## src/rtl/rgb_min_stats_pkg.sv

```systemverilog
`default_nettype none
// ============================================================================
// Module      : rgb_min_stats_pkg
// Description : Shared definitions for the RGB minimum stage and its
//               statistics consumer: channel index codes and the output
//               holding-register state encoding.
// Ports       : none (package)
// Revision    : 1.0 - initial release
// ============================================================================
package rgb_min_stats_pkg;

   // Channel index codes carried alongside each minimum value.
   localparam logic [1:0] IDX_RED     = 2'd0;
   localparam logic [1:0] IDX_GREEN   = 2'd1;
   localparam logic [1:0] IDX_BLUE    = 2'd2;
   localparam logic [1:0] IDX_INVALID = 2'd3;

   // Output holding register: EMPTY = nothing presented, FULL = result held.
   typedef enum logic [0:0] {
      ST_EMPTY = 1'b0,
      ST_FULL  = 1'b1
   } out_state_e;

endpackage
`default_nettype wire

```

## src/rtl/rgb_min_argmax3.sv

```systemverilog
`default_nettype none
// ============================================================================
// Module      : rgb_min_argmax3
// Description : Combinational 3-way count compare. Returns the channel index
//               with the largest count; ties go to the lowest index, so all
//               counts equal (including all zero) yields red.
// Ports       : cnt_red_i, cnt_green_i, cnt_blue_i - counts to compare
//               dominant_o                          - winning channel index
// Revision    : 1.0 - initial release
// ============================================================================
module rgb_min_argmax3
   import rgb_min_stats_pkg::*;
#(
   parameter int CNT_W = 16
) (
   input  logic [CNT_W-1:0] cnt_red_i,
   input  logic [CNT_W-1:0] cnt_green_i,
   input  logic [CNT_W-1:0] cnt_blue_i,
   output logic [1:0]       dominant_o
);

   // Using >= against every higher index gives the lowest-index tie break.
   always_comb begin
      if ((cnt_red_i >= cnt_green_i) && (cnt_red_i >= cnt_blue_i)) begin
         dominant_o = IDX_RED;
      end else if (cnt_green_i >= cnt_blue_i) begin
         dominant_o = IDX_GREEN;
      end else begin
         dominant_o = IDX_BLUE;
      end
   end

endmodule
`default_nettype wire

```

## src/rtl/rgb_min_stats.sv

```systemverilog
`default_nettype none
// ============================================================================
// Module      : rgb_min_stats
// Description : Accumulates per-channel hit counts and the value sum of the
//               RGB minimum stream over fixed windows of WINDOW pixels and
//               presents each window result on a valid/ready output with one
//               result of buffering. A result completing while the previous
//               one is still held and not accepted is discarded (drop pulse).
// Ports       : clk, rst_n             - clock, async active-low reset
//               ce, value, index       - sample stream
//               clear                  - synchronous abort of current window
//               out_valid, out_ready   - result handshake
//               cnt_red/green/blue/invalid, sum_value, dominant - result
//               drop                   - completed window discarded
// Revision    : 1.0 - initial release
// ============================================================================
module rgb_min_stats
   import rgb_min_stats_pkg::*;
#(
   parameter int WINDOW = 256,
   parameter int VAL_W  = 10,
   parameter int CNT_W  = 16,
   parameter int SUM_W  = 26
) (
   input  logic             clk,
   input  logic             rst_n,
   input  logic             ce,
   input  logic [VAL_W-1:0] value,
   input  logic [1:0]       index,
   input  logic             clear,
   output logic             out_valid,
   input  logic             out_ready,
   output logic [CNT_W-1:0] cnt_red,
   output logic [CNT_W-1:0] cnt_green,
   output logic [CNT_W-1:0] cnt_blue,
   output logic [CNT_W-1:0] cnt_invalid,
   output logic [SUM_W-1:0] sum_value,
   output logic [1:0]       dominant,
   output logic             drop
);

   // Window accumulators
   logic [CNT_W-1:0] cnt_q [4];
   logic [SUM_W-1:0] sum_q;
   logic [CNT_W-1:0] samp_q;

   // Accumulator values including this cycle's sample (the result on completion)
   logic [CNT_W-1:0] cnt_d [4];
   logic [SUM_W-1:0] sum_d;
   logic             accept;
   logic             complete;
   logic             load;
   logic [1:0]       dom_d;

   // Output holding register
   out_state_e       state_q;
   logic             valid_q;
   logic             drop_q;
   logic [CNT_W-1:0] res_cnt_q [4];
   logic [SUM_W-1:0] res_sum_q;
   logic [1:0]       res_dom_q;

   always_comb begin
      accept   = ce & ~clear;
      complete = accept && (samp_q == CNT_W'(WINDOW - 1));
      for (int i = 0; i < 4; i++) begin
         cnt_d[i] = cnt_q[i];
         if (accept && (index == 2'(i))) begin
            cnt_d[i] = cnt_q[i] + CNT_W'(1);
         end
      end
      sum_d = accept ? (sum_q + SUM_W'(value)) : sum_q;
      // A completion replaces the held result unless it is stuck unaccepted.
      load  = complete && ((state_q == ST_EMPTY) || out_ready);
   end

   rgb_min_argmax3 #(
      .CNT_W      (CNT_W)
   ) u_argmax (
      .cnt_red_i   (cnt_d[IDX_RED]),
      .cnt_green_i (cnt_d[IDX_GREEN]),
      .cnt_blue_i  (cnt_d[IDX_BLUE]),
      .dominant_o  (dom_d)
   );

   // Accumulation runs regardless of output state; completion restarts the
   // window on the same edge so the next sample opens a new window.
   always_ff @(posedge clk or negedge rst_n) begin
      if (!rst_n) begin
         for (int i = 0; i < 4; i++) cnt_q[i] <= '0;
         sum_q  <= '0;
         samp_q <= '0;
      end else if (clear || complete) begin
         for (int i = 0; i < 4; i++) cnt_q[i] <= '0;
         sum_q  <= '0;
         samp_q <= '0;
      end else if (accept) begin
         for (int i = 0; i < 4; i++) cnt_q[i] <= cnt_d[i];
         sum_q  <= sum_d;
         samp_q <= samp_q + CNT_W'(1);
      end
   end

   always_ff @(posedge clk or negedge rst_n) begin
      if (!rst_n) begin
         state_q   <= ST_EMPTY;
         valid_q   <= 1'b0;
         drop_q    <= 1'b0;
         for (int i = 0; i < 4; i++) res_cnt_q[i] <= '0;
         res_sum_q <= '0;
         res_dom_q <= '0;
      end else begin
         drop_q <= 1'b0;
         if (load) begin
            for (int i = 0; i < 4; i++) res_cnt_q[i] <= cnt_d[i];
            res_sum_q <= sum_d;
            res_dom_q <= dom_d;
         end
         case (state_q)
            ST_EMPTY: begin
               if (complete) begin
                  valid_q <= 1'b1;
                  state_q <= ST_FULL;
               end
            end
            ST_FULL: begin
               if (complete) begin
                  if (!out_ready) drop_q <= 1'b1;
               end else if (out_ready) begin
                  valid_q <= 1'b0;
                  state_q <= ST_EMPTY;
               end
            end
            default: begin
               valid_q <= 1'b0;
               state_q <= ST_EMPTY;
            end
         endcase
      end
   end

   assign out_valid   = valid_q;
   assign drop        = drop_q;
   assign cnt_red     = res_cnt_q[IDX_RED];
   assign cnt_green   = res_cnt_q[IDX_GREEN];
   assign cnt_blue    = res_cnt_q[IDX_BLUE];
   assign cnt_invalid = res_cnt_q[IDX_INVALID];
   assign sum_value   = res_sum_q;
   assign dominant    = res_dom_q;

endmodule
`default_nettype wire

```

## config.mk

```make
export PLATFORM = sky130hd
export DESIGN_NAME = rgb_min_stats
export DESIGN_NICKNAME = d
export VERILOG_FILES = /design/src/rtl/rgb_min_stats_pkg.sv /design/src/rtl/rgb_min_argmax3.sv /design/src/rtl/rgb_min_stats.sv
export SDC_FILE = /design/constraint.sdc
export NUM_CORES = 1
export LEC_CHECK = 0
export BUFFER_PORTS_ARGS = -buffer_cell sky130_fd_sc_hd__buf_2
export CAP_MARGIN = 20
export CORE_MARGIN = 1
export CORE_UTILIZATION = 60
export DETAILED_ROUTE_END_ITERATION = 16
export PLACE_DENSITY = 0.82
export SLEW_MARGIN = 40
export SYNTH_ARGS = -nofsm -noshare
export SYNTH_HDL_FRONTEND = slang
export SYNTH_SLANG_ARGS = --single-unit
```

## constraint.sdc

```tcl
create_clock -name clk -period 7.15 [get_ports clk]
set_input_delay 2.145 -clock clk [delete_from_list [all_inputs] [get_ports clk]]
set_output_delay 2.145 -clock clk [all_outputs]
set_load 0.1 [all_outputs]
```

==> results of run 1 <==
## final cells by class
cell class	count	area, um^2
clock buffer	32	639
clock inverter	3	43.8
fill	1350	5230
inverter	32	120
multi-input combinational	876	5510
sequential	201	5030
tap	225	282
timing repair buffer	118	621
## cells by family (layout without fill, tap and decap cells)
| group | Yosys count | count (layout) | synth area share |
|---|---|---|---|
| AO/OA/AOI/OAI | 276 | 276 | 0.148 |
| XOR/XNOR | 99 | 99 | 0.0825 |
| adder cells (fa/ha/maj) | 62 | 62 | 0.0718 |
| buffers and inverters | 87 | 185 | 0.0350 |
| flip-flops | 201 | 201 | 0.462 |
| multiplexers | 13 | 13 | 0.0127 |
| AND/OR/NAND/NOR | 426 | 426 | 0.188 |
## power groups by stage
stage	clock network [mW]	logic, mW	registers, mW
floorplan	0	0.0945	1.17
global placement	0	0.143	1.17
detailed placement	0	0.147	1.17
CTS	1.10	0.148	1.15
global route	1.15	0.165	1.15
finish	1.09	0.149	1.15
## Yosys cell counts (all sizes together), types with 5 or more instances
cell / count
dfrtp: 201
nor2: 100
nand2b: 5
and3: 21
mux2i: 7
nor2b: 5
o31ai: 19
ha: 59
and4: 10
xor2: 57
nand3: 38
or2: 6
o21ai: 135
mux2: 6
a31oi: 5
a22o: 8
buf: 29
nand4: 21
xnor2: 42
a21o: 10
nand2: 180
nor3: 16
clkbuf: 26
inv: 32
a21oi: 73
or3: 7
## sequential cells by signal (all words and copies together), names as in the netlist
register and count:
sum_q 26, samp_q 16, state_q 1, cnt_green 16
cnt_blue 16, sum_value 26, drop 1, cnt_invalid 16
dominant 2, cnt_red 16, out_valid 1, cnt_q 64
## routing by layer
metal | global-route usage | wire (um) | up-vias
li1 | - | - | 4212
met3 | 0.0548 | 1740 | 58
met5 | 0 | 0 | -
met4 | 0.101 | 658 | 0
met1 | 0.388 | 11300 | 4364
met2 | 0.478 | 12600 | 308
## final timing paths
path                           start            end  slack (ns)  cells past startpoint
max                               ce    dominant[0]        1.98                     14
min                          state_q      out_valid        0.47                      1
max reg2reg                samp_q[0]       cnt_q[1]        3.73                      8
min reg2reg                  state_q      out_valid        0.47                      1
max in group asynchronous      rst_n      cnt_q[24]        4.24                      2
min in group asynchronous      rst_n  sum_value[25]        1.67                      1
## stage by stage
step                worst slack, ns  hold WS (ns)  std cells  utilization  area [um^2]
floorplan                      2.37         0.432       1164            -        10900
global placement               1.28         0.446       1452        0.660        11500
detailed placement             1.43         0.458       1452        0.661        11600
CTS                            1.88         0.468       1487        0.700        12200
global route                   1.78         0.492       1487        0.701        12200
finish                         1.98         0.469       1487        0.701        12200
==> results.sh, run 1 <==
export IMPL_final_setup_viol_count=0
export IMPL_synth_async_sr_flop_share=1.00
export IMPL_clock_sinks=201
export IMPL_num_vias=8942
export IMPL_syn_avg_cell_area_um2=9.35
export IMPL_syn_num_nets=1241
export IMPL_overflow=0
export IMPL_max_freq_ghz=0.193
export IMPL_tightest_slew_ns=0.780
export IMPL_switchingPower_mw=0.545
export IMPL_die_w_um=137
export IMPL_critPathSlowestCell="nor4b_4"
export IMPL_finalCritPeriodShare=0.723
export IMPL_end_kind="flop"
export IMPL_via_per_inst=6.01
export IMPL_drv_cap=0
export IMPL_slew_headroom=0.479
export IMPL_routed_wl_mm=26.3
export IMPL_numPortBuffers=110
export IMPL_h_tree_depth=1
export IMPL_slew_viol_final=0
export IMPL_layout_commonest_cell="dfrtp_1"
export IMPL_p_comb_frac=0.062
export IMPL_critical_path_class="in2reg"
export IMPL_cpPeakStageDelay_ns=0.67
export IMPL_drive_gt1_frac=0.150
export IMPL_path_clk_slew_ns=0.06
export IMPL_setup_tns_ns=0
export IMPL_rsz0062_at_grt="false"
export IMPL_drtIter0Drc=644
export IMPL_worstPathMaxFanout=12
export IMPL_n_antenna_cell=0
export IMPL_syn_to_final_growth_pct=12.6
export IMPL_cts_hold_buf=0
export IMPL_yosysWarnings=0
export IMPL_antenna_found_initial=0
export IMPL_hold_violations=0
export IMPL_synth_edf_count=0
export IMPL_yosys_area_top_type_share=0.462
export IMPL_wl_per_cell_um=17.7
export IMPL_dpl_hpwl_mm=17.9
export IMPL_status="complete, no violations"
export IMPL_finalCriticalPeriod_ns=5.17
export IMPL_ys_top_cells_by_area="dfrtp_1 (46%), ha_1 (6.8%), nand2_1 (6.2%)"
export IMPL_power_per_cell_area_nw_per_um2=195
export IMPL_grt_pass1_wl_mm=42.8
export IMPL_final_nets=1328
export IMPL_synth_distinct_cells=71
export IMPL_critical_path_required_ns=7.52
export IMPL_die_h_um=137
export IMPL_drtAntennaViolNets=0
export IMPL_worst_path_dominant_cell_family="simple AND/OR/NAND/NOR gates"
export IMPL_intPower_mw=1.84
export IMPL_cts_tree="done"
export IMPL_arrival_ns=5.54
export IMPL_ir_drop_v=0.000207
export IMPL_ys_seq_area_frac=0.462
export IMPL_syn_area_um2=10900
export IMPL_clkPwrFrac=0.455
export IMPL_final_cell_mix="dfrtp_1 (201), nand2_1 (177), buf_2 (109), nor2_1 (95), o21ai_0 (75)"
export IMPL_leakagePower_nw=6.04
export IMPL_grt_max_degree=98
export IMPL_cp_buffers_inverters=1
export IMPL_cts_made_buffers=22
export IMPL_fp_dieArea_um2=18700
export IMPL_grt_use_total=0.292
export IMPL_core_area_um2=17500
export IMPL_hold_path_class="reg2reg"
export IMPL_drcViolationCount=0
export IMPL_synthFlopType="dfrtp_1"
export IMPL_synth_cells=1164
export IMPL_swShare=0.228
export IMPL_initial_core_util=0.622
export IMPL_max_clock_path_buffers=3
export IMPL_clock_latency_ns=0.50
export IMPL_startpoint_type="input pin"
export IMPL_cts_root_buf="clkbuf_16"
export IMPL_p_seq_frac=0.482
export IMPL_num_io_pins=111
export IMPL_grt_pass1_vias=8731
export IMPL_postCtsSetupBuffers=0
export IMPL_clock_skew_ns=0.00705
export IMPL_gp_congestion=0.872
export IMPL_total_power_mw=2.39
export IMPL_ctsResizeCount=0
export IMPL_yosysTopAreaCell="dfrtp_1"
export IMPL_ys_seq_elements=201
export IMPL_drt_pass1_iter_count=5
export IMPL_rows=48
export IMPL_crit_chain="buf_2, nor4b_4, and4_1, nand2_1, nor3_2, nand3_1, xnor2_1, ha_1, and4_1, nand2_1, o311ai_1, a21oi_1, a221oi_2, a211oi_2"
Note: power is estimated with default switching activity, not from simulation.
==> run 2, diff against run 1 <==
- ABC_AREA: not set -> 1
- CORE_UTILIZATION: 60 -> 54
- PLACE_DENSITY: 0.82 -> 0.78
- clock period: 7.15 -> 4.7 ns (I/O delays scaled with it)
==> run 2 against run 1 <==
Compared with the run above:
- clock skew up 0.0013 ns
- total power increased by 54%
- sequential share of layout area is 1.1 points higher
- first-iteration DRC count down 28%
- setup slack worse by 1.1 ns
- combinational power up 28%
- hold slack got worse by 0.017 ns
- via count fell by 6.4%
- non-clock buffer count rose by 3
- area after synthesis fell by 4.9%
- sequential cell count unchanged
- clock-buffer cell count is 2 lower
- critical path type unchanged
- critical endpoint is now dominant[1]
- largest cell class is now sequential cells
==> results.sh, run 2 <==
export IMPL_synth_distinct_cells=50
export IMPL_cts_tree="done"
export IMPL_cts_root_buf="clkbuf_16"
export IMPL_numPortBuffers=110
export IMPL_routed_wl_mm=23.0
export IMPL_drt_pass1_iter_count=5
export IMPL_slew_headroom=0.593
export IMPL_critical_path_required_ns=5.15
export IMPL_overflow=0
export IMPL_postCtsSetupBuffers=0
export IMPL_path_clk_slew_ns=0.06
export IMPL_via_per_inst=5.25
export IMPL_synth_common_cells="nand2_1 (290), dfrtp_1 (201), nor2_1 (158), inv_1 (139), o21ai_0 (111)"
export IMPL_cts_made_buffers=22
export IMPL_yosys_area_top_type_share=0.486
export IMPL_yosysWarnings=0
export IMPL_synth_xor_area_frac=0.0559
export IMPL_grt_max_degree=96
export IMPL_fp_dieArea_um2=19700
export IMPL_critical_path_class="in2reg"
export IMPL_dpl_hpwl_mm=16.4
export IMPL_h_tree_depth=1
export IMPL_synth_top_family_by_area="simple AND/OR/NAND/NOR gates"
export IMPL_drtAntennaViolNets=0
export IMPL_rows=50
export IMPL_wl_per_cell_um=14.4
export IMPL_worstPathMaxFanout=7
export IMPL_die_w_um=140
export IMPL_total_power_mw=3.69
export IMPL_crit_chain="buf_2, inv_1, nand2_4, clkinv_4, nand2_4, or2_4, nor2_2, nand2_2, nor2_4, nand4_2, nor2_2, nand2_1, xor2_1, inv_1, ha_1, inv_1, nor3_1, a211oi_1, nand2_1, nor2_1, nand2_1, nand2_1"
export IMPL_layout_commonest_cell="nand2_1"
export IMPL_final_cell_mix="nand2_1 (289), dfrtp_1 (201), nor2_1 (158), inv_1 (139), o21ai_0 (111)"
export IMPL_final_core_util=0.635
export IMPL_cpPeakStageDelay_ns=0.33
export IMPL_synth_compound_area_frac=0.0901
export IMPL_top_register="cnt_q"
export IMPL_final_nets=1423
export IMPL_clock_sinks=201
export IMPL_drv_cap=0
export IMPL_ys_top_cells_by_area="dfrtp_1 (49%), nand2_1 (11%), ha_1 (7.1%)"
export IMPL_max_clock_path_buffers=3
export IMPL_grt_use_total=0.243
export IMPL_arrival_ns=4.23
export IMPL_finalCritPeriodShare=0.806
export IMPL_grt_busiest_layer="met2"
export IMPL_rsz0062_at_grt="false"
export IMPL_num_io_pins=111
export IMPL_synthAdderAreaFrac=0.0733
export IMPL_synthSimpleGateAreaFrac=0.227
export IMPL_final_setup_viol_count=0
export IMPL_synth_edf_count=0
export IMPL_grt_pass1_vias=8027
export IMPL_core_area_um2=18800
export IMPL_syn_num_nets=1310
export IMPL_slew_viol_final=0
export IMPL_syn_avg_cell_area_um2=8.39
export IMPL_drcViolationCount=0
export IMPL_clock_latency_ns=0.51
export IMPL_leakagePower_nw=6.13
export IMPL_syn_to_final_growth_pct=15.2
export IMPL_die_h_um=140
export IMPL_synth_async_sr_flop_share=1.00
export IMPL_crit_top_cell="nand2_1"
export IMPL_status="complete, no violations"
export IMPL_setup_tns_ns=0
export IMPL_grt_pass1_wl_mm=38.5
export IMPL_ys_seq_area_frac=0.486
export IMPL_drive_gt1_frac=0.135
export IMPL_tightest_slew_ns=0.609
export IMPL_syn_area_um2=10300
export IMPL_synthFlopType="dfrtp_1"
export IMPL_met2_usage=0.407
export IMPL_initial_core_util=0.551
export IMPL_clock_skew_ns=0.00837
export IMPL_use_met1=0.327
export IMPL_max_freq_ghz=0.264
export IMPL_synth_cells=1233
export IMPL_critPathSlowestCell="xor2_1"
export IMPL_antenna_found_initial=0
export IMPL_end_kind="flop"
export IMPL_power_per_cell_area_nw_per_um2=310
export IMPL_hold_path_class="reg2reg"
export IMPL_hold_violations=0
export IMPL_synth_mux_area_fraction=0.00387
export IMPL_finalCriticalPeriod_ns=3.79
export IMPL_synth_most_common_cell="nand2_1"
export IMPL_grt_util_met3=0.0338
export IMPL_n_antenna_cell=0
export IMPL_cts_hold_buf=0
export IMPL_ir_drop_v=0.000273
export IMPL_nFillCells=1575
export IMPL_largest_reg_flops=64
export IMPL_yosysTopAreaCell="dfrtp_1"
export IMPL_startpoint_type="input pin"
export IMPL_ys_seq_elements=201
export IMPL_ctsResizeCount=0
export IMPL_num_vias=8369
export IMPL_drtIter0Drc=464
export IMPL_gp_congestion=0.873
-- run 2: cell families (layout without fill, tap and decap cells) --
| group | count (synthesis) | after routing |
|---|---|---|
| AND/OR/NAND/NOR | 556 | 556 |
| flip-flops | 201 | 201 |
| AO/OA/AOI/OAI | 173 | 173 |
| buffers and inverters | 173 | 300 |
| XOR/XNOR | 66 | 66 |
| adder cells (fa/ha/maj) | 60 | 60 |
| multiplexers | 4 | 4 |
-- run 2: final cells by class --
class | count | area (um^2) | share of cell area
clock inverters | 8 | 104 | 0.00872
well taps | 234 | 293 | 0.0246
inverters | 141 | 534 | 0.0448
repair buffers | 121 | 662 | 0.0556
multi-input cells | 859 | 4660 | 0.391
clock buffers | 30 | 631 | 0.0529
flip-flops and latches | 201 | 5030 | 0.422
-- run 2: power by group --
part / leakage [nW] / internal [mW] / switching (mW)
Sequential: 2.80 / 1.75 / 0.0122
Clock: 0.362 / 1.05 / 0.690
Combinational: 2.97 / 0.0588 / 0.132
Total: 6.13 / 2.85 / 0.834
-- run 2: worst paths after layout --
check	from	end	slack [ns]	depth (start not counted)
worst min register to register	state_q	out_valid	0.45	1
worst min-delay path	state_q	out_valid	0.45	1
worst max register to register	cnt_q[32]	dominant[1]	1.72	15
max in group asynchronous	rst_n	out_valid	2.77	3
worst max-delay path	clear	dominant[1]	0.91	22
min in group asynchronous	rst_n	cnt_q[8]	0.78	1
-- run 2: metal layers --
metal,wire (um),part of all wire
met5,0,0
met4,510,0.022
met3,965,0.042
met2,10900,0.47
met1,10700,0.46
-- run 2: critical path: cells and delay by family --
family | cells | cell delay [ns]
buffers and inverters | 5 | 0.51
AOI/OAI and AO/OA | 1 | 0.24
xor gates and xnor gates | 1 | 0.33
adders and majority gates | 1 | 0.31
and+or+nand+nor | 14 | 1.42
-- run 2: through the flow --
| step | std cells | area [um^2] | hold slack, ns | setup slack, ns |
|---|---|---|---|---|
| global placement | 1555 | 11200 | 0.447 | 0.523 |
| CTS | 1593 | 11900 | 0.456 | 0.944 |
| floorplan | 1233 | 10300 | 0.426 | 0.924 |
| detailed placement | 1555 | 11200 | 0.447 | 0.456 |
| finish | 1594 | 11900 | 0.452 | 0.913 |
| global route | 1594 | 11900 | 0.491 | 0.699 |
